$ cat config.mk
export PLATFORM = sky130hd
export DESIGN_NAME = ov7670_sim_tx
export DESIGN_NICKNAME = d
export VERILOG_FILES = /design/src/rtl/ov7670_sim_tx_pkg.sv /design/src/rtl/ov7670_sim_tx_pattern.sv /design/src/rtl/ov7670_sim_tx.sv
export SDC_FILE = /design/constraint.sdc
export NUM_CORES = 1
export LEC_CHECK = 0
export BUFFER_PORTS_ARGS = -buffer_cell sky130_fd_sc_hd__buf_2
export CORE_UTILIZATION = 60
export CTS_BUF_LIST = sky130_fd_sc_hd__clkbuf_4 sky130_fd_sc_hd__clkbuf_8 sky130_fd_sc_hd__clkbuf_16
export CTS_CLUSTER_DIAMETER = 100
export DETAILED_ROUTE_END_ITERATION = 10
export PLACE_DENSITY_LB_ADDON = 0.08
export SYNTH_ARGS = -nofsm -noshare
export SYNTH_HDL_FRONTEND = slang
export SYNTH_SLANG_ARGS = --single-unit
$ cat constraint.sdc
create_clock -name pclk -period 3.3 [get_ports pclk]
set_input_delay 0.495 -clock pclk [delete_from_list [all_inputs] [get_ports pclk]]
set_output_delay 0.495 -clock pclk [all_outputs]
set_load 0.01 [all_outputs]
$ cat src/rtl/ov7670_sim_tx_pkg.sv
// ---------------------------------------------------------------------------
// ov7670_sim_tx_pkg
// Shared definitions for the OV7670 camera-stream simulator:
//   - tx_state_t   : frame-timing FSM states
//   - DEF_*        : default frame geometry / blanking lengths (pclk cycles)
//   - rgb565_byte  : picks the high or low byte of an RGB565 pixel word
// ---------------------------------------------------------------------------
package ov7670_sim_tx_pkg;

  typedef enum logic [2:0] {
    IDLE   = 3'd0,
    VSYNC  = 3'd1,
    VBACK  = 3'd2,
    ACTIVE = 3'd3,
    HBLANK = 3'd4,
    VFRONT = 3'd5
  } tx_state_t;

  localparam int DEF_COLS   = 160;
  localparam int DEF_ROWS   = 120;
  localparam int DEF_VS_CYC = 16;
  localparam int DEF_VBP    = 8;
  localparam int DEF_HBLK   = 12;
  localparam int DEF_VFP    = 8;

  // The sensor sends each pixel as two bytes: word[15:8] first, then word[7:0].
  // For RGB565 this gives {R[4:0],G[5:3]} followed by {G[2:0],B[4:0]}.
  function automatic logic [7:0] rgb565_byte(input logic [15:0] word,
                                             input logic        low_sel);
    return low_sel ? word[7:0] : word[15:8];
  endfunction

endpackage

$ cat src/rtl/ov7670_sim_tx_pattern.sv
// ---------------------------------------------------------------------------
// ov7670_pattern
// Purely combinational test-pattern source producing one RGB565 word for the
// pixel at (row, col).
//   row     in  ROW_W  line index of the pixel
//   col     in  COL_W  pixel index within the line
//   pat_sel in  1      0 = eight vertical color bars, 1 = coordinate pattern
//   rgb     out 16     RGB565 pixel word
// ---------------------------------------------------------------------------
module ov7670_pattern
  import ov7670_sim_tx_pkg::*;
#(
  parameter int COLS  = DEF_COLS,
  parameter int ROW_W = 7,
  parameter int COL_W = 8
) (
  input  logic [ROW_W-1:0] row,
  input  logic [COL_W-1:0] col,
  input  logic             pat_sel,
  output logic [15:0]      rgb
);

  logic [COL_W+3:0] col_x8;
  logic [2:0]       bar;
  logic [4:0]       r;
  logic [5:0]       g;
  logic [4:0]       b;

  always_comb begin
    // bar = col*8/COLS; one spare bit keeps col*8 from overflowing.
    col_x8 = {1'b0, col, 3'b000};
    bar    = 3'(col_x8 / (COL_W+4)'(COLS));
    r      = bar[2] ? 5'h1f  : 5'h00;
    g      = bar[1] ? 6'h3f  : 6'h00;
    b      = bar[0] ? 5'h1f  : 5'h00;
    if (pat_sel) begin
      rgb = {8'(row), 8'(col)};
    end else begin
      rgb = {r, g, b};
    end
  end

endmodule

$ cat src/rtl/ov7670_sim_tx.sv
// ---------------------------------------------------------------------------
// ov7670_sim_tx
// Generates an OV7670-style parallel video stream (vsync / href / 8-bit data)
// from an internal test pattern, one byte per pclk.
//   pclk       in  1  clock; every output is registered on its rising edge
//   rst        in  1  synchronous active-high reset
//   en         in  1  start frames while high (checked at frame boundaries)
//   pat_sel    in  1  0 = color bars, 1 = coordinate pattern (latched per frame)
//   vsync      out 1  high for VS_CYC cycles at the start of each frame
//   href       out 1  high while px_data carries pixel bytes
//   px_data    out 8  pixel bytes, high byte then low byte; 0 while href=0
//   frame_done out 1  one-cycle pulse in the last cycle of a frame
//   frame_cnt  out 8  number of completed frames, wraps at 256
//
// Stream semantics: href acts as the byte-valid strobe. There is no ready;
// the receiver must accept a byte on every pclk where href=1.
//
// Frame layout: VSYNC(VS_CYC) VBACK(VBP) { ACTIVE(2*COLS) HBLANK(HBLK) }
// repeated ROWS times without the final HBLANK, then VFRONT(VFP).
// The FSM state is kept in the signal `state` for external checkers.
// ---------------------------------------------------------------------------
module ov7670_sim_tx
  import ov7670_sim_tx_pkg::*;
#(
  parameter int COLS   = DEF_COLS,
  parameter int ROWS   = DEF_ROWS,
  parameter int VS_CYC = DEF_VS_CYC,
  parameter int VBP    = DEF_VBP,
  parameter int HBLK   = DEF_HBLK,
  parameter int VFP    = DEF_VFP
) (
  input  logic       pclk,
  input  logic       rst,
  input  logic       en,
  input  logic       pat_sel,
  output logic       vsync,
  output logic       href,
  output logic [7:0] px_data,
  output logic       frame_done,
  output logic [7:0] frame_cnt
);

  localparam int COL_W   = (COLS > 1) ? $clog2(COLS) : 1;
  localparam int ROW_W   = (ROWS > 1) ? $clog2(ROWS) : 1;
  localparam int MAX_A   = (VS_CYC > VBP) ? VS_CYC : VBP;
  localparam int MAX_B   = (HBLK > VFP) ? HBLK : VFP;
  localparam int CNT_MAX = (MAX_A > MAX_B) ? MAX_A : MAX_B;
  localparam int CNT_W   = (CNT_MAX > 1) ? $clog2(CNT_MAX) : 1;

  localparam logic [COL_W-1:0] COL_LAST  = COL_W'(COLS - 1);
  localparam logic [ROW_W-1:0] ROW_LAST  = ROW_W'(ROWS - 1);
  localparam logic [CNT_W-1:0] VS_LAST   = CNT_W'(VS_CYC - 1);
  localparam logic [CNT_W-1:0] VBP_LAST  = CNT_W'(VBP - 1);
  localparam logic [CNT_W-1:0] HBLK_LAST = CNT_W'(HBLK - 1);
  localparam logic [CNT_W-1:0] VFP_LAST  = CNT_W'(VFP - 1);
  localparam logic [CNT_W-1:0] VFP_PRE   = CNT_W'(VFP - 2);

  tx_state_t        state;
  logic [CNT_W-1:0] cnt;      // cycles spent in the current blanking state
  logic [ROW_W-1:0] row;      // line of the byte on px_data (or the next line)
  logic [COL_W-1:0] col;      // pixel of the byte on px_data
  logic             byte_lo;  // 1 when px_data holds the low byte
  logic             pat_q;    // pattern select frozen for the current frame
  logic [COL_W-1:0] pat_col;
  logic [15:0]      pix_word;

  // px_data is registered, so the pattern is looked up for the byte that will
  // be presented after the next edge. Only the step from a low byte to the
  // next pixel's high byte needs a different column than the current one.
  always_comb begin
    pat_col = col;
    if (state == ACTIVE && byte_lo && col != COL_LAST) begin
      pat_col = col + COL_W'(1);
    end
  end

  ov7670_pattern #(
    .COLS  (COLS),
    .ROW_W (ROW_W),
    .COL_W (COL_W)
  ) u_pattern (
    .row     (row),
    .col     (pat_col),
    .pat_sel (pat_q),
    .rgb     (pix_word)
  );

  always_ff @(posedge pclk) begin
    if (rst) begin
      state      <= IDLE;
      cnt        <= '0;
      row        <= '0;
      col        <= '0;
      byte_lo    <= 1'b0;
      pat_q      <= 1'b0;
      vsync      <= 1'b0;
      href       <= 1'b0;
      px_data    <= 8'h00;
      frame_done <= 1'b0;
      frame_cnt  <= 8'h00;
    end else begin
      frame_done <= 1'b0;
      case (state)
        IDLE: begin
          if (en) begin
            state <= VSYNC;
            vsync <= 1'b1;
            cnt   <= '0;
            row   <= '0;
            col   <= '0;
            pat_q <= pat_sel;
          end
        end

        VSYNC: begin
          if (cnt == VS_LAST) begin
            state <= VBACK;
            vsync <= 1'b0;
            cnt   <= '0;
          end else begin
            cnt <= cnt + CNT_W'(1);
          end
        end

        VBACK: begin
          if (cnt == VBP_LAST) begin
            state   <= ACTIVE;
            href    <= 1'b1;
            byte_lo <= 1'b0;
            px_data <= rgb565_byte(pix_word, 1'b0);
            cnt     <= '0;
          end else begin
            cnt <= cnt + CNT_W'(1);
          end
        end

        ACTIVE: begin
          if (!byte_lo) begin
            byte_lo <= 1'b1;
            px_data <= rgb565_byte(pix_word, 1'b1);
          end else if (col != COL_LAST) begin
            byte_lo <= 1'b0;
            col     <= col + COL_W'(1);
            px_data <= rgb565_byte(pix_word, 1'b0);
          end else begin
            // Last byte of the line has just been shown.
            href    <= 1'b0;
            px_data <= 8'h00;
            byte_lo <= 1'b0;
            cnt     <= '0;
            if (row != ROW_LAST) begin
              state <= HBLANK;
              row   <= row + ROW_W'(1);
              col   <= '0;
            end else begin
              state <= VFRONT;
              if (VFP == 1) begin
                frame_done <= 1'b1;
                frame_cnt  <= frame_cnt + 8'd1;
              end
            end
          end
        end

        HBLANK: begin
          if (cnt == HBLK_LAST) begin
            state   <= ACTIVE;
            href    <= 1'b1;
            byte_lo <= 1'b0;
            px_data <= rgb565_byte(pix_word, 1'b0);
            cnt     <= '0;
          end else begin
            cnt <= cnt + CNT_W'(1);
          end
        end

        VFRONT: begin
          if (cnt == VFP_LAST) begin
            cnt <= '0;
            // Chain straight into the next frame when still enabled.
            if (en) begin
              state <= VSYNC;
              vsync <= 1'b1;
              row   <= '0;
              col   <= '0;
              pat_q <= pat_sel;
            end else begin
              state <= IDLE;
            end
          end else begin
            cnt <= cnt + CNT_W'(1);
            // Raise frame_done so it is visible during the final VFRONT cycle.
            if (VFP > 1 && cnt == VFP_PRE) begin
              frame_done <= 1'b1;
              frame_cnt  <= frame_cnt + 8'd1;
            end
          end
        end

        default: begin
          state <= IDLE;
        end
      endcase
    end
  end

endmodule
==> Implementation_results.wiki, run 1 <==
{| class="wikitable"
! Metric !! Value
|-
| GP Congestion || 0.989
|-
| Pre-CTS worst setup slack || 0.0978 ns
|-
| Area growth from synthesis to final layout || 9.34%
|-
| Combined flip-flop and latch cell area || 863 um2
|-
| Pin count of the biggest net entering global routing || 38
|-
| Sw power || 0.473 mW
|-
| Most common cell on crit path || sky130_fd_sc_hd__and4_1
|-
| Switching part of the total power || 32.8%
|-
| Number of enable flip-flop cells after synthesis || 0
|-
| Leakage power of the design || 1.14 nW
|-
| Via total after detailed routing || 2914
|-
| Worst min path class || in2reg
|-
| Remaining antenna violation count after routing || 0
|-
| Multi-input gate area || 1890 um2
|-
| Slew at the pin closest to its max-slew limit || 0.669 ns
|-
| Final layout net count || 404
|-
| Overall die width || 71.6 um
|-
| Total congestion overflow after global routing || 0
|-
| Max Cap Violations || 0
|-
| Placed cell areas || 3060 um2
|-
| Number of filler instances in the final layout || 394
|-
| Category of the most critical setup path || reg2reg
|-
| Total global routing track utilization || 29.1%
|-
| Synthesized cell area || 2910 um2
|-
| Port Buffer Count || 22
|-
| Count of distinct cell types in the synthesized netlist || 64
|-
| Setup violators final || 0
|-
| Layout Cell Area excl Fill || 3180 um2
|-
| Origin of the worst setup path || col[0]
|-
| # DRC || 0
|-
| Logic gate share of total power || 30.6%
|-
| Critical Path AT || 3.18 ns
|-
| Total number of yosys warnings || 0
|-
| Count of buffer and inverter cells on the critical path || 1
|-
| Reg-to-reg endpoint || px_data[3]
|-
| Reg-to-reg setup timing slack || 0.33 ns
|-
| Average via count per standard cell || 6.52
|-
| RSZ-0062 raised after global routing || no
|-
| Clock period minus final worst setup slack || 2.97 ns
|-
| Detailed-route wire length || 7270 um
|-
| Sequential share of the synthesized area || 29.6%
|-
| Final Util || 70.6%
|-
| Top FF cell, synth || sky130_fd_sc_hd__dfxtp_1
|-
| Detailed placement HPWL || 5400 um
|-
| Diodes inserted || 0
|-
| Clk root buf || sky130_fd_sc_hd__clkbuf_8
|-
| Final Cycle Share || 90.0%
|-
| Biggest fanout along the worst timing path || 11
|-
| Result of the run || finished clean
|-
| Number of design-rule violations left by the first detailed-router iteration || 345
|-
| List of cells traversed by the critical path || ha_2 > and4_1 > nand3_1 > xnor2_1 > buf_4 > and4_1 > a211oi_2 > a32oi_1 > nor4_2 > nand3_2 > a311oi_2
|-
| Wire length of the first global-routing pass || 12000 um
|-
| Final hold violation count || 0
|-
| Post-synthesis sequential element count || 43
|-
| Number of detailed-route iterations in the first pass || 6
|-
| Routed len/inst || 16.3 um
|-
| Antenna violations before repair || 0
|-
| Highest-delay cell along the critical path || sky130_fd_sc_hd__dfxtp_2
|-
| FF-to-FF Start || col[0]
|-
| Design internal power || 0.969 mW
|-
| Cell depth of the worst setup path || 11
|-
| Syn_area_per_cell || 7.67 um2
|-
| Number of pins with negative max-slew slack in the final report || 0
|-
| Count of cells along the worst register-to-register path || 11
|-
| CTS Buffer Depth || 2
|-
| Post-Synthesis Cells || 379
|-
| Critical Path Sink || px_data[3]
|-
| Clock group share of total power || 27.7%
|-
| Row count || 24
|-
| Area of the placeable core || 4500 um2
|-
| Maximum resistive drop on vdd || 0.342 mV
|-
| Post-synthesis net count || 388
|-
| Least setup slack across all paths after layout || 0.329 ns
|-
| Highest cell delay on the worst timing path || 0.41 ns
|-
| I/O pin count || 23
|-
| Clock buffer count from CTS || 5
|-
| Kind of cell adding the most delay to the critical path || simple AND/OR/NAND/NOR gates
|-
| Fraction of registers with async set or reset after synthesis || 0%
|-
| WP data required || 3.51 ns
|-
| Clock transition at the register clock pins on the worst setup and hold paths after CTS || 0.08 ns
|-
| CTS H-Tree Depth || 2
|-
| Achievable Freq || 337 MHz
|-
| Final-layout setup total negative slack || 0 ns
|-
| TritonCTS clock tree || built
|-
| Kind of launch point of the worst setup path || flip-flop
|-
| Worst Hold Margin || 0.446 ns
|-
| Slew headroom || 55.1%
|-
| Overall die area || 5130 um2
|-
| Initial core utilization || 64.5%
|-
| Height of the die || 71.6 um
|-
| Via count of the first global-routing pass || 2518
|-
| Worst clock skew || 0.00202 ns
|-
| Sequential share of power || 41.7%
|-
| Clock insertion delay at the later pin of the skew report || 0.29 ns
|-
| Share of post-route cells with drive strength above 1 || 14.9%
|-
| Capturing element type of the critical path || flip-flop
|-
| Pwr per Cell Area || 454 nW/um2
|-
| Total clock sinks || 43
|}
cell families (layout without fill, tap and decap cells):
family	Yosys count	after routing	synth area share, %
xor gates and xnor gates	18	18	5.42
buffers and inverters	38	54	5.64
DFF	43	43	29.6
muxes	7	7	2.45
adders and majority gates	5	5	2.15
and+or+nand+nor	163	163	30.0
AOI/OAI and AO/OA	105	105	24.8
worst min-delay path, stage by stage:
cell	delay, ns
sky130_fd_sc_hd__buf_2	0.07
sky130_fd_sc_hd__mux2i_1	0.05
sky130_fd_sc_hd__nor2_1	0.08
per-stage QoR:
| step | std cells | total power [mW] |
|---|---|---|
| after floorplan | 379 | 0.943 |
| after global placement | 439 | 1.04 |
| after detailed placement | 439 | 1.05 |
| after CTS | 446 | 1.44 |
| after global routing | 447 | 1.52 |
| final | 447 | 1.44 |
cells in the mapped netlist (6+ instances only):
master	number	area (um2)
sky130_fd_sc_hd__clkbuf_1	13	48.8
sky130_fd_sc_hd__dfxtp_1	43	861
sky130_fd_sc_hd__and3_1	6	37.5
sky130_fd_sc_hd__o21ai_0	21	105
sky130_fd_sc_hd__nand4_1	11	68.8
sky130_fd_sc_hd__buf_2	11	55.1
sky130_fd_sc_hd__a31oi_1	9	56.3
sky130_fd_sc_hd__nor3_1	7	35.0
sky130_fd_sc_hd__xnor2_1	11	96.3
sky130_fd_sc_hd__nor2_1	51	191
sky130_fd_sc_hd__xor2_1	7	61.3
sky130_fd_sc_hd__nand3_1	15	75.1
sky130_fd_sc_hd__inv_1	11	41.3
sky130_fd_sc_hd__nand2_1	24	90.1
sky130_fd_sc_hd__a21oi_1	22	110
sky130_fd_sc_hd__mux2i_1	6	60.1
sky130_fd_sc_hd__nand2b_1	11	68.8
registers in the layout, indices dropped and copies added (netlist names):
register,count
byte_lo,1
cnt,4
col,8
frame_cnt,8
frame_done,1
href,1
pat_q,1
px_data,8
row,7
state,3
vsync,1
cell type report:
class / instances / share of cell area (%)
Multi-Input combinational cell: 298 / 59.4
Sequential cell: 43 / 27.2
Timing Repair Buffer: 36 / 6.77
Clock buffer: 6 / 2.40
Tap cell: 52 / 2.05
Inverter: 11 / 1.30
Clock inverter: 1 / 0.945
placed cells by master (no fill, tap or decap), types with 5 or more instances in the layout:
master	netlist	final
sky130_fd_sc_hd__dfxtp_1	43	41
sky130_fd_sc_hd__a31oi_1	9	9
sky130_fd_sc_hd__inv_1	11	11
sky130_fd_sc_hd__a21oi_1	22	22
sky130_fd_sc_hd__nand2_1	24	24
sky130_fd_sc_hd__and3_1	6	6
sky130_fd_sc_hd__o21ai_0	21	21
sky130_fd_sc_hd__nor3_1	7	7
sky130_fd_sc_hd__buf_2	11	22
sky130_fd_sc_hd__a22oi_1	5	5
sky130_fd_sc_hd__buf_4	2	14
sky130_fd_sc_hd__nor2_1	51	50
sky130_fd_sc_hd__clkbuf_8	0	5
sky130_fd_sc_hd__or3_1	5	5
sky130_fd_sc_hd__mux2i_1	6	6
sky130_fd_sc_hd__nand3_1	15	15
sky130_fd_sc_hd__xnor2_1	11	11
sky130_fd_sc_hd__xor2_1	7	7
sky130_fd_sc_hd__nand2b_1	11	11
sky130_fd_sc_hd__nor2b_1	5	5
sky130_fd_sc_hd__o211ai_1	5	5
sky130_fd_sc_hd__nand4_1	11	11
worst min-delay path by stage:
| stage | cells after the start | slack (ns) | start | endpoint |
|---|---|---|---|---|
| 2_1_floorplan | 2 | 0.47 | row[1] | row[1] |
| 3_3_place_gp | 2 | 0.46 | frame_cnt[7] | frame_cnt[7] |
| 3_5_place_dp | 2 | 0.47 | frame_cnt[7] | frame_cnt[7] |
| 4_1_cts | 3 | 0.43 | pat_sel | pat_q |
| 5_1_grt | 3 | 0.46 | pat_sel | pat_q |
| 6_report | 3 | 0.45 | pat_sel | pat_q |
power groups by stage:
stage / clock (mW) / sequential, mW / combinational [mW]
6_report: 0.400 / 0.601 / 0.441
5_1_grt: 0.423 / 0.608 / 0.491
4_1_cts: 0.403 / 0.601 / 0.437
3_5_place_dp: 0 / 0.612 / 0.436
3_3_place_gp: 0 / 0.611 / 0.425
2_1_floorplan: 0 / 0.607 / 0.336
repair_timing:
item,CTS,global route
hold buffers,0,0
gates resized for setup,0,4
setup endpoints to repair,0,7
setup buffers,0,1
routing by layer:
metal	up-vias	routed length, um	global-route usage (%)
li1	1436	-	-
met2	129	3240	43.7
met4	0	136	8.50
met5	-	0	0
met3	18	557	5.20
met1	1331	3340	42.6
(Power assumes the default switching activity.)
==> run 2, diff against run 1 <==
- CORE_UTILIZATION: 60 -> 50
==> Implementation_results.wiki, run 2 (synthesis results as in run 1) <==
{| class="wikitable"
! Metric !! Value
|-
| Leakage power of the design || 1.12 nW (-1.7%)
|-
| Slew headroom || 52.8% (-2.3 points)
|-
| Area of the placeable core || 5540 um2 (+23%)
|-
| CTS Buffer Depth || 2 (unchanged)
|-
| Max Cap Violations || 0 (unchanged)
|-
| Detailed placement HPWL || 5420 um (+0.26%)
|-
| Kind of launch point of the worst setup path || flip-flop
|-
| WP data required || 3.53 ns (+0.02 ns)
|-
| Clock period minus final worst setup slack || 3.06 ns (+0.0928 ns)
|-
| Detailed-route wire length || 7610 um (+4.6%)
|-
| CTS H-Tree Depth || 2 (unchanged)
|-
| Category of the most critical setup path || reg2reg
|-
| Worst Hold Margin || 0.418 ns (-0.0281 ns)
|-
| Slew at the pin closest to its max-slew limit || 0.708 ns (+0.0390 ns)
|-
| Number of pins with negative max-slew slack in the final report || 0 (unchanged)
|-
| PnR Total Power || 1.40 mW (-2.5%)
|-
| Clock transition at the register clock pins on the worst setup and hold paths after CTS || 0.09 ns (about the same)
|-
| Total global routing track utilization || 25.5% (-3.6 points)
|-
| Routed length on met3 || 425 um (-24%)
|-
| Least setup slack across all paths after layout || 0.236 ns (-0.0928 ns)
|-
| Non-filler cells, final || 466 (+4.3%)
|-
| Final-layout setup total negative slack || 0 ns (unchanged)
|-
| Routed len/inst || 16.3 um (+0.34%)
|-
| Most common library cell in the layout ignoring fill and taps || sky130_fd_sc_hd__nor2_1
|-
| Final Cycle Share || 92.8% (+2.8 points)
|-
| GP Congestion || 0.948 (-4.2%)
|-
| RSZ-0062 raised after global routing || no
|-
| Average via count per standard cell || 6.25 (-4.1%)
|-
| Achievable Freq || 326 MHz (-3.0%)
|-
| Port Buffer Count || 22 (unchanged)
|-
| Worst min path class || in2reg
|-
| Number of gates resized after cts || 0 (unchanged)
|-
| Wire length the detailed router placed on met1 || 3420 um (+2.4%)
|-
| Height of the die || 78.2 um (+9.3%)
|-
| Overall die width || 78.2 um (+9.3%)
|-
| Row count || 27 (+13%)
|-
| CTS Hold Buffers Added || 0 (unchanged)
|-
| Overall die area || 6120 um2 (+19%)
|-
| Number of filler instances in the final layout || 529 (+34%)
|-
| Remaining antenna violation count after routing || 0 (unchanged)
|-
| Final hold violation count || 0 (unchanged)
|-
| Diodes inserted || 0 (unchanged)
|-
| Capturing element type of the critical path || flip-flop
|-
| Number of detailed-route iterations in the first pass || 6 (unchanged)
|-
| Share of post-route cells with drive strength above 1 || 15.0% (+0.038 points)
|-
| Clock buffer count from CTS || 5 (unchanged)
|-
| Initial core utilization || 52.5% (-12 points)
|-
| Metal2 WL || 3590 um (+11%)
|-
| Number of design-rule violations left by the first detailed-router iteration || 298 (-14%)
|-
| Area growth from synthesis to final layout || 10.0%
|-
| Clock insertion delay at the later pin of the skew report || 0.31 ns (+0.02 ns)
|-
| Post-CTS Repair Setup Buffers || 0 (unchanged)
|-
| Critical Path AT || 3.29 ns (+0.11 ns)
|-
| Clk root buf || sky130_fd_sc_hd__clkbuf_8
|-
| Placed cell areas || 3070 um2 (+0.57%)
|-
| Pin count of the biggest net entering global routing || 38 (unchanged)
|-
| I/O pin count || 23 (unchanged)
|-
| Maximum resistive drop on vdd || 0.335 mV (-2.1%)
|-
| Uppermost layer routed || met4
|-
| Final Util || 57.7% (-13 points)
|-
| Pwr per Cell Area || 439 nW/um2 (-3.2%)
|-
| Most frequent cells in the layout || 50 x sky130_fd_sc_hd__nor2_1, 42 x sky130_fd_sc_hd__dfxtp_1, 24 x sky130_fd_sc_hd__nand2_1, 22 x sky130_fd_sc_hd__a21oi_1, 22 x sky130_fd_sc_hd__buf_2
|-
| Largest regs || col x8, frame_cnt x8, px_data x8
|-
| Wire length of the first global-routing pass || 12400 um (+2.8%)
|-
| Total clock sinks || 43 (unchanged)
|-
| Worst clock skew || 0.00660 ns (+0.00458 ns)
|-
| Total congestion overflow after global routing || 0 (unchanged)
|-
| Biggest fanout along the worst timing path || 15 (+4)
|-
| Layout Cell Area excl Fill || 3200 um2 (+0.63%)
|-
| Via count of the first global-routing pass || 2549 (+1.2%)
|-
| Via total after detailed routing || 2912 (-0.069%)
|-
| Reg-to-reg setup timing slack || 0.24 ns (-0.09 ns)
|-
| TritonCTS clock tree || built
|-
| Setup violators final || 0 (unchanged)
|-
| Final layout net count || 402 (-0.50%)
|-
| # DRC || 0 (unchanged)
|-
| Pre-CTS worst setup slack || 0.230 ns (+0.133 ns)
|-
| Result of the run || finished clean
|-
| Number of cells after detailed placement || 458 (+4.3%)
|-
| Antenna violations before repair || 0 (unchanged)
|}
-- run 2: cell count changes in the layout (fill, tap and decap cells not counted) --
| cell | delta |
|---|---|
| sky130_fd_sc_hd__a311oi_2 | -1 |
| sky130_fd_sc_hd__a311oi_4 | +1 |
| sky130_fd_sc_hd__buf_4 | -2 |
| sky130_fd_sc_hd__bufinv_16 | -1 |
| sky130_fd_sc_hd__clkbuf_4 | -1 |
| sky130_fd_sc_hd__clkinvlp_4 | +2 |
| sky130_fd_sc_hd__dfxtp_1 | +1 |
| sky130_fd_sc_hd__dfxtp_2 | -1 |
| sky130_fd_sc_hd__inv_6 | +1 |
| sky130_fd_sc_hd__nor4_1 | -1 |
| sky130_fd_sc_hd__nor4_2 | +1 |
| sky130_fd_sc_hd__xnor2_1 | -1 |
| sky130_fd_sc_hd__xnor2_2 | +1 |
-- run 2: power by group --
part           switching, mW  internal (mW)
Clock                  0.210          0.152
Sequential            0.0431          0.563
Combinational          0.258          0.180
Total                  0.511          0.894
-- run 2: area by class of cell --
type / count / area, um2 / share of cell area (%)
multi-input cells: 298 / 1910 / 59.8
flip-flops and latches: 43 / 862 / 27.0
repair buffers: 34 / 200 / 6.26
well taps: 72 / 90.1 / 2.82
clock buffers: 5 / 68.8 / 2.15
inverters: 11 / 41.3 / 1.29
clock inverters: 3 / 23.8 / 0.743
-- run 2: final timing paths --
kind	from	end	cells past startpoint
worst max register to register	state[1]	px_data[3]	11
worst min register to register	px_data[5]	px_data[5]	2
worst max-delay path	state[1]	px_data[3]	11
worst min-delay path	pat_sel	pat_q	3
-- run 2: worst max-delay path, stage by stage, from the launching register on --
cell and delay [ns]:
sky130_fd_sc_hd__dfxtp_1 0.49, sky130_fd_sc_hd__buf_4 0.22, sky130_fd_sc_hd__nand4b_1 0.10, sky130_fd_sc_hd__buf_4 0.21
sky130_fd_sc_hd__o31ai_1 0.42, sky130_fd_sc_hd__a21o_1 0.29, sky130_fd_sc_hd__o21ai_2 0.07, sky130_fd_sc_hd__a211oi_2 0.32
sky130_fd_sc_hd__a32oi_1 0.10, sky130_fd_sc_hd__nor4_2 0.34, sky130_fd_sc_hd__nand3_2 0.16, sky130_fd_sc_hd__a311oi_2 0.26
-- run 2: metal layers --
metal | global-route usage [%] | up-vias
li1 | - | 1434
met1 | 33.8 | 1350
met2 | 41.1 | 108
met3 | 4.53 | 20
met4 | 9.81 | 0
met5 | 0 | -
==> run 3, diff against run 2 <==
- ABC_AREA: unset -> 1
==> Implementation_results.wiki, run 3 <==
{| class="wikitable"
! Metric !! Value
|-
| Result of the run || finished clean
|-
| Synthesized cell area || 2700 um2 (-7.1%)
|-
| Max Cap Violations || 0 (unchanged)
|-
| # DRC || 0 (unchanged)
|-
| Sequential share of the synthesized area || 31.9% (+2.3 points)
|-
| Leading area contributor after synthesis || sky130_fd_sc_hd__dfxtp_1
|-
| Total congestion overflow after global routing || 0 (unchanged)
|-
| Leakage power of the design || 1.30 nW (+16%)
|-
| Clk root buf || sky130_fd_sc_hd__clkbuf_8
|-
| Clock buffer count from CTS || 5 (unchanged)
|-
| Final Cycle Share || 77.8% (-15 points)
|-
| Post-Synthesis Cells || 408 (+7.7%)
|-
| Final hold violation count || 0 (unchanged)
|-
| I/O pin count || 23 (unchanged)
|-
| Worst clock skew || 0.00618 ns (-0.000422 ns)
|-
| Largest regs || col x8, frame_cnt x8, px_data x8
|-
| Total clock sinks || 43 (unchanged)
|-
| Total global routing track utilization || 22.5% (-3.0 points)
|-
| Count of distinct cell types in the synthesized netlist || 43 (-33%)
|-
| Count of cells along the worst register-to-register path || 19 (+8)
|-
| Remaining antenna violation count after routing || 0 (unchanged)
|-
| Reg-to-reg setup timing slack || 0.73 ns (+0.50 ns)
|-
| Wire length of the first global-routing pass || 9870 um (-20%)
|-
| Area growth from synthesis to final layout || 11.1%
|-
| Antenna violations before repair || 0 (unchanged)
|-
| Syn_area_per_cell || 6.61 um2 (-14%)
|-
| FF-to-FF Start || col[0]
|-
| Clock group share of total power || 27.8% (+2.1 points)
|-
| Design internal power || 1.09 mW (+22%)
|-
| Row count || 26 (-3.7%)
|-
| Biggest area contributors in the synthesized netlist || sky130_fd_sc_hd__dfxtp_1 32%, sky130_fd_sc_hd__nand2_1 13%, sky130_fd_sc_hd__a21oi_1 7.2%, sky130_fd_sc_hd__inv_1 6.7%, sky130_fd_sc_hd__nor2_1 5.4%
|-
| Average via count per standard cell || 5.15 (-18%)
|-
| Top FF cell, synth || sky130_fd_sc_hd__dfxtp_1
|-
| Worst min path class || reg2reg
|-
| Pin count of the biggest net entering global routing || 22 (-42%)
|-
| Switching part of the total power || 37.4% (+1.1 points)
|-
| Overall die width || 75.5 um (-3.5%)
|-
| Port Buffer Count || 22 (unchanged)
|-
| Slew at the pin closest to its max-slew limit || 0.545 ns (-0.163 ns)
|-
| Pwr per Cell Area || 582 nW/um2 (+32%)
|-
| Maximum resistive drop on vdd || 0.305 mV (-8.9%)
|-
| Critical Path AT || 2.80 ns (-0.49 ns)
|-
| Share of post-route cells with drive strength above 1 || 18.8% (+3.8 points)
|-
| RSZ-0062 raised after global routing || no
|-
| Number of pins with negative max-slew slack in the final report || 0 (unchanged)
|-
| Clock insertion delay at the later pin of the skew report || 0.29 ns (-0.02 ns)
|-
| Detailed-route wire length || 5880 um (-23%)
|-
| Sw power || 0.653 mW (+28%)
|-
| Via total after detailed routing || 2581 (-11%)
|-
| GP Congestion || 0.860 (-9.2%)
|-
| Top cell types by occurrence after synthesis || 93 x sky130_fd_sc_hd__nand2_1, 48 x sky130_fd_sc_hd__inv_1, 43 x sky130_fd_sc_hd__dfxtp_1
|-
| Worst Hold Margin || 0.479 ns (+0.0607 ns)
|-
| TritonCTS clock tree || built
|-
| Logic gate share of total power || 34.4% (+3.3 points)
|-
| Final-layout setup total negative slack || 0 ns (unchanged)
|-
| WP data required || 3.53 ns (about the same)
|-
| Number of enable flip-flop cells after synthesis || 0 (unchanged)
|-
| Most instantiated library cell after synthesis || sky130_fd_sc_hd__nand2_1
|-
| Achievable Freq || 390 MHz (+19%)
|-
| Post-synthesis sequential element count || 43 (unchanged)
|-
| Origin of the worst setup path || col[0]
|-
| Via count of the first global-routing pass || 2259 (-11%)
|-
| Kind of launch point of the worst setup path || flip-flop
|-
| Sequential share of power || 37.7% (-5.4 points)
|-
| Critical Path Sink || px_data[2]
|-
| Top cell type's share of synthesized area || 31.9% (+2.3 points)
|-
| Overall die area || 5700 um2 (-7.0%)
|-
| Clock period minus final worst setup slack || 2.57 ns (-0.498 ns)
|-
| CTS Buffer Depth || 2 (unchanged)
|-
| Number of gates resized after cts || 0 (unchanged)
|-
| Most frequent cells in the layout || 93 x sky130_fd_sc_hd__nand2_1, 48 x sky130_fd_sc_hd__inv_1, 43 x sky130_fd_sc_hd__dfxtp_1, 39 x sky130_fd_sc_hd__nor2_1, 39 x sky130_fd_sc_hd__a21oi_1
|-
| CTS Hold Buffers Added || 0 (unchanged)
|-
| Total number of yosys warnings || 0 (unchanged)
|-
| Category of the most critical setup path || reg2reg
|-
| CTS H-Tree Depth || 2 (unchanged)
|-
| Final layout net count || 439 (+9.2%)
|-
| Initial core utilization || 52.5% (about the same)
|-
| Fraction of registers with async set or reset after synthesis || 0% (unchanged)
|-
| Setup violators final || 0 (unchanged)
|-
| Diodes inserted || 0 (unchanged)
|-
| Routed len/inst || 11.7 um (-28%)
|-
| Slew headroom || 63.6% (+11 points)
|-
| PnR Total Power || 1.74 mW (+24%)
|-
| Reg-to-reg endpoint || px_data[2]
|-
| Post-CTS Repair Setup Buffers || 0 (unchanged)
|-
| Biggest fanout along the worst timing path || 10 (-5)
|-
| Area of the placeable core || 5140 um2 (-7.2%)
|-
| Most common library cell in the layout ignoring fill and taps || sky130_fd_sc_hd__nand2_1
|-
| Height of the die || 75.5 um (-3.5%)
|-
| Number of design-rule violations left by the first detailed-router iteration || 118 (-60%)
|-
| Number of filler instances in the final layout || 541 (+2.3%)
|-
| Post-synthesis net count || 417 (+7.5%)
|-
| Number of detailed-route iterations in the first pass || 4 (-2)
|-
| Detailed placement HPWL || 4510 um (-17%)
|-
| Capturing element type of the critical path || flip-flop
|-
| Clock transition at the register clock pins on the worst setup and hold paths after CTS || 0.08 ns (about the same)
|}
run 3: cell types whose count changed in the layout (fill, tap and decap cells not counted), moves of 14 or more:
| cell | previous run | this run |
|---|---|---|
| sky130_fd_sc_hd__a21oi_1 | 22 | 39 |
| sky130_fd_sc_hd__nand2_2 | 0 | 14 |
| sky130_fd_sc_hd__inv_1 | 11 | 48 |
| sky130_fd_sc_hd__nand2_1 | 24 | 93 |
run 3: metrics by stage:
stage | setup WS [ns] | instance area (um2) | cells | utilization [%]
finish | 0.734 | 3000 | 501 | 58.3
global route | 0.333 | 3000 | 501 | 58.3
CTS | 0.744 | 3000 | 501 | 58.3
detailed placement | 0.778 | 2860 | 493 | 55.7
global placement | 0.818 | 2860 | 493 | 55.7
floorplan | 1.01 | 2700 | 408 | -
run 3: critical path: stages, from the launching register on:
cell	delay [ns]
sky130_fd_sc_hd__dfxtp_1	0.41
sky130_fd_sc_hd__ha_1	0.21
sky130_fd_sc_hd__nand2_2	0.09
sky130_fd_sc_hd__inv_2	0.09
sky130_fd_sc_hd__nand2_2	0.07
sky130_fd_sc_hd__nor2_4	0.17
sky130_fd_sc_hd__nor2_8	0.07
sky130_fd_sc_hd__o21ai_0	0.42
sky130_fd_sc_hd__nor2_1	0.09
sky130_fd_sc_hd__nand3_1	0.08
sky130_fd_sc_hd__nand3_1	0.08
sky130_fd_sc_hd__nand2_1	0.09
sky130_fd_sc_hd__nand3_1	0.07
sky130_fd_sc_hd__nand2_1	0.09
sky130_fd_sc_hd__nand3_1	0.07
sky130_fd_sc_hd__nand2_1	0.07
sky130_fd_sc_hd__nand2_2	0.07
sky130_fd_sc_hd__nand2_1	0.08
sky130_fd_sc_hd__nand2_1	0.07
sky130_fd_sc_hd__a21oi_2	0.13
run 3: worst min path at each step:
stage,start,end,slack [ns],depth (start not counted)
after floorplan,row[5],row[5],0.46,2
after CTS,frame_cnt[4],frame_cnt[4],0.48,2
final,frame_cnt[4],frame_cnt[4],0.48,2
after global routing,row[0],row[0],0.51,2
after detailed placement,frame_cnt[4],frame_cnt[4],0.47,2
after global placement,frame_cnt[6],frame_cnt[6],0.45,1
run 3: cells by family (layout without fill, tap and decap cells):
| family | Yosys count | in the layout | synth area share [%] |
|---|---|---|---|
| AOI/OAI and AO/OA | 88 | 88 | 18.7 |
| buffers and inverters | 69 | 92 | 10.1 |
| adders and majority gates | 5 | 5 | 2.32 |
| and+or+nand+nor | 200 | 200 | 36.0 |
| DFF | 43 | 43 | 31.9 |
| xor gates and xnor gates | 3 | 3 | 0.974 |
run 3: area by class of cell:
type | count | area, um2 | share of cell area, %
clock buffer | 5 | 68.8 | 2.30
clock inverter | 3 | 67.6 | 2.25
inverter | 61 | 230 | 7.68
multi-input combinational | 296 | 1570 | 52.2
sequential | 43 | 861 | 28.7
tap | 70 | 87.6 | 2.92
timing repair buffer | 23 | 118 | 3.92
run 3: metal layers:
metal  vias up  global-route usage (%)  wire length (um)
met5         -                       0                 0
li1       1369                       -                 -
met4         0                    7.82                49
met1      1154                    29.1              3010
met3         5                    5.16               212
met2        53                    36.9              2610
run 3: power groups by stage:
stage,logic [mW],clock network (mW),registers (mW)
after floorplan,0.457,0,0.664
after global routing,0.693,0.525,0.670
after detailed placement,0.600,0,0.670
after global placement,0.601,0,0.671
final,0.601,0.486,0.658
after CTS,0.603,0.499,0.658
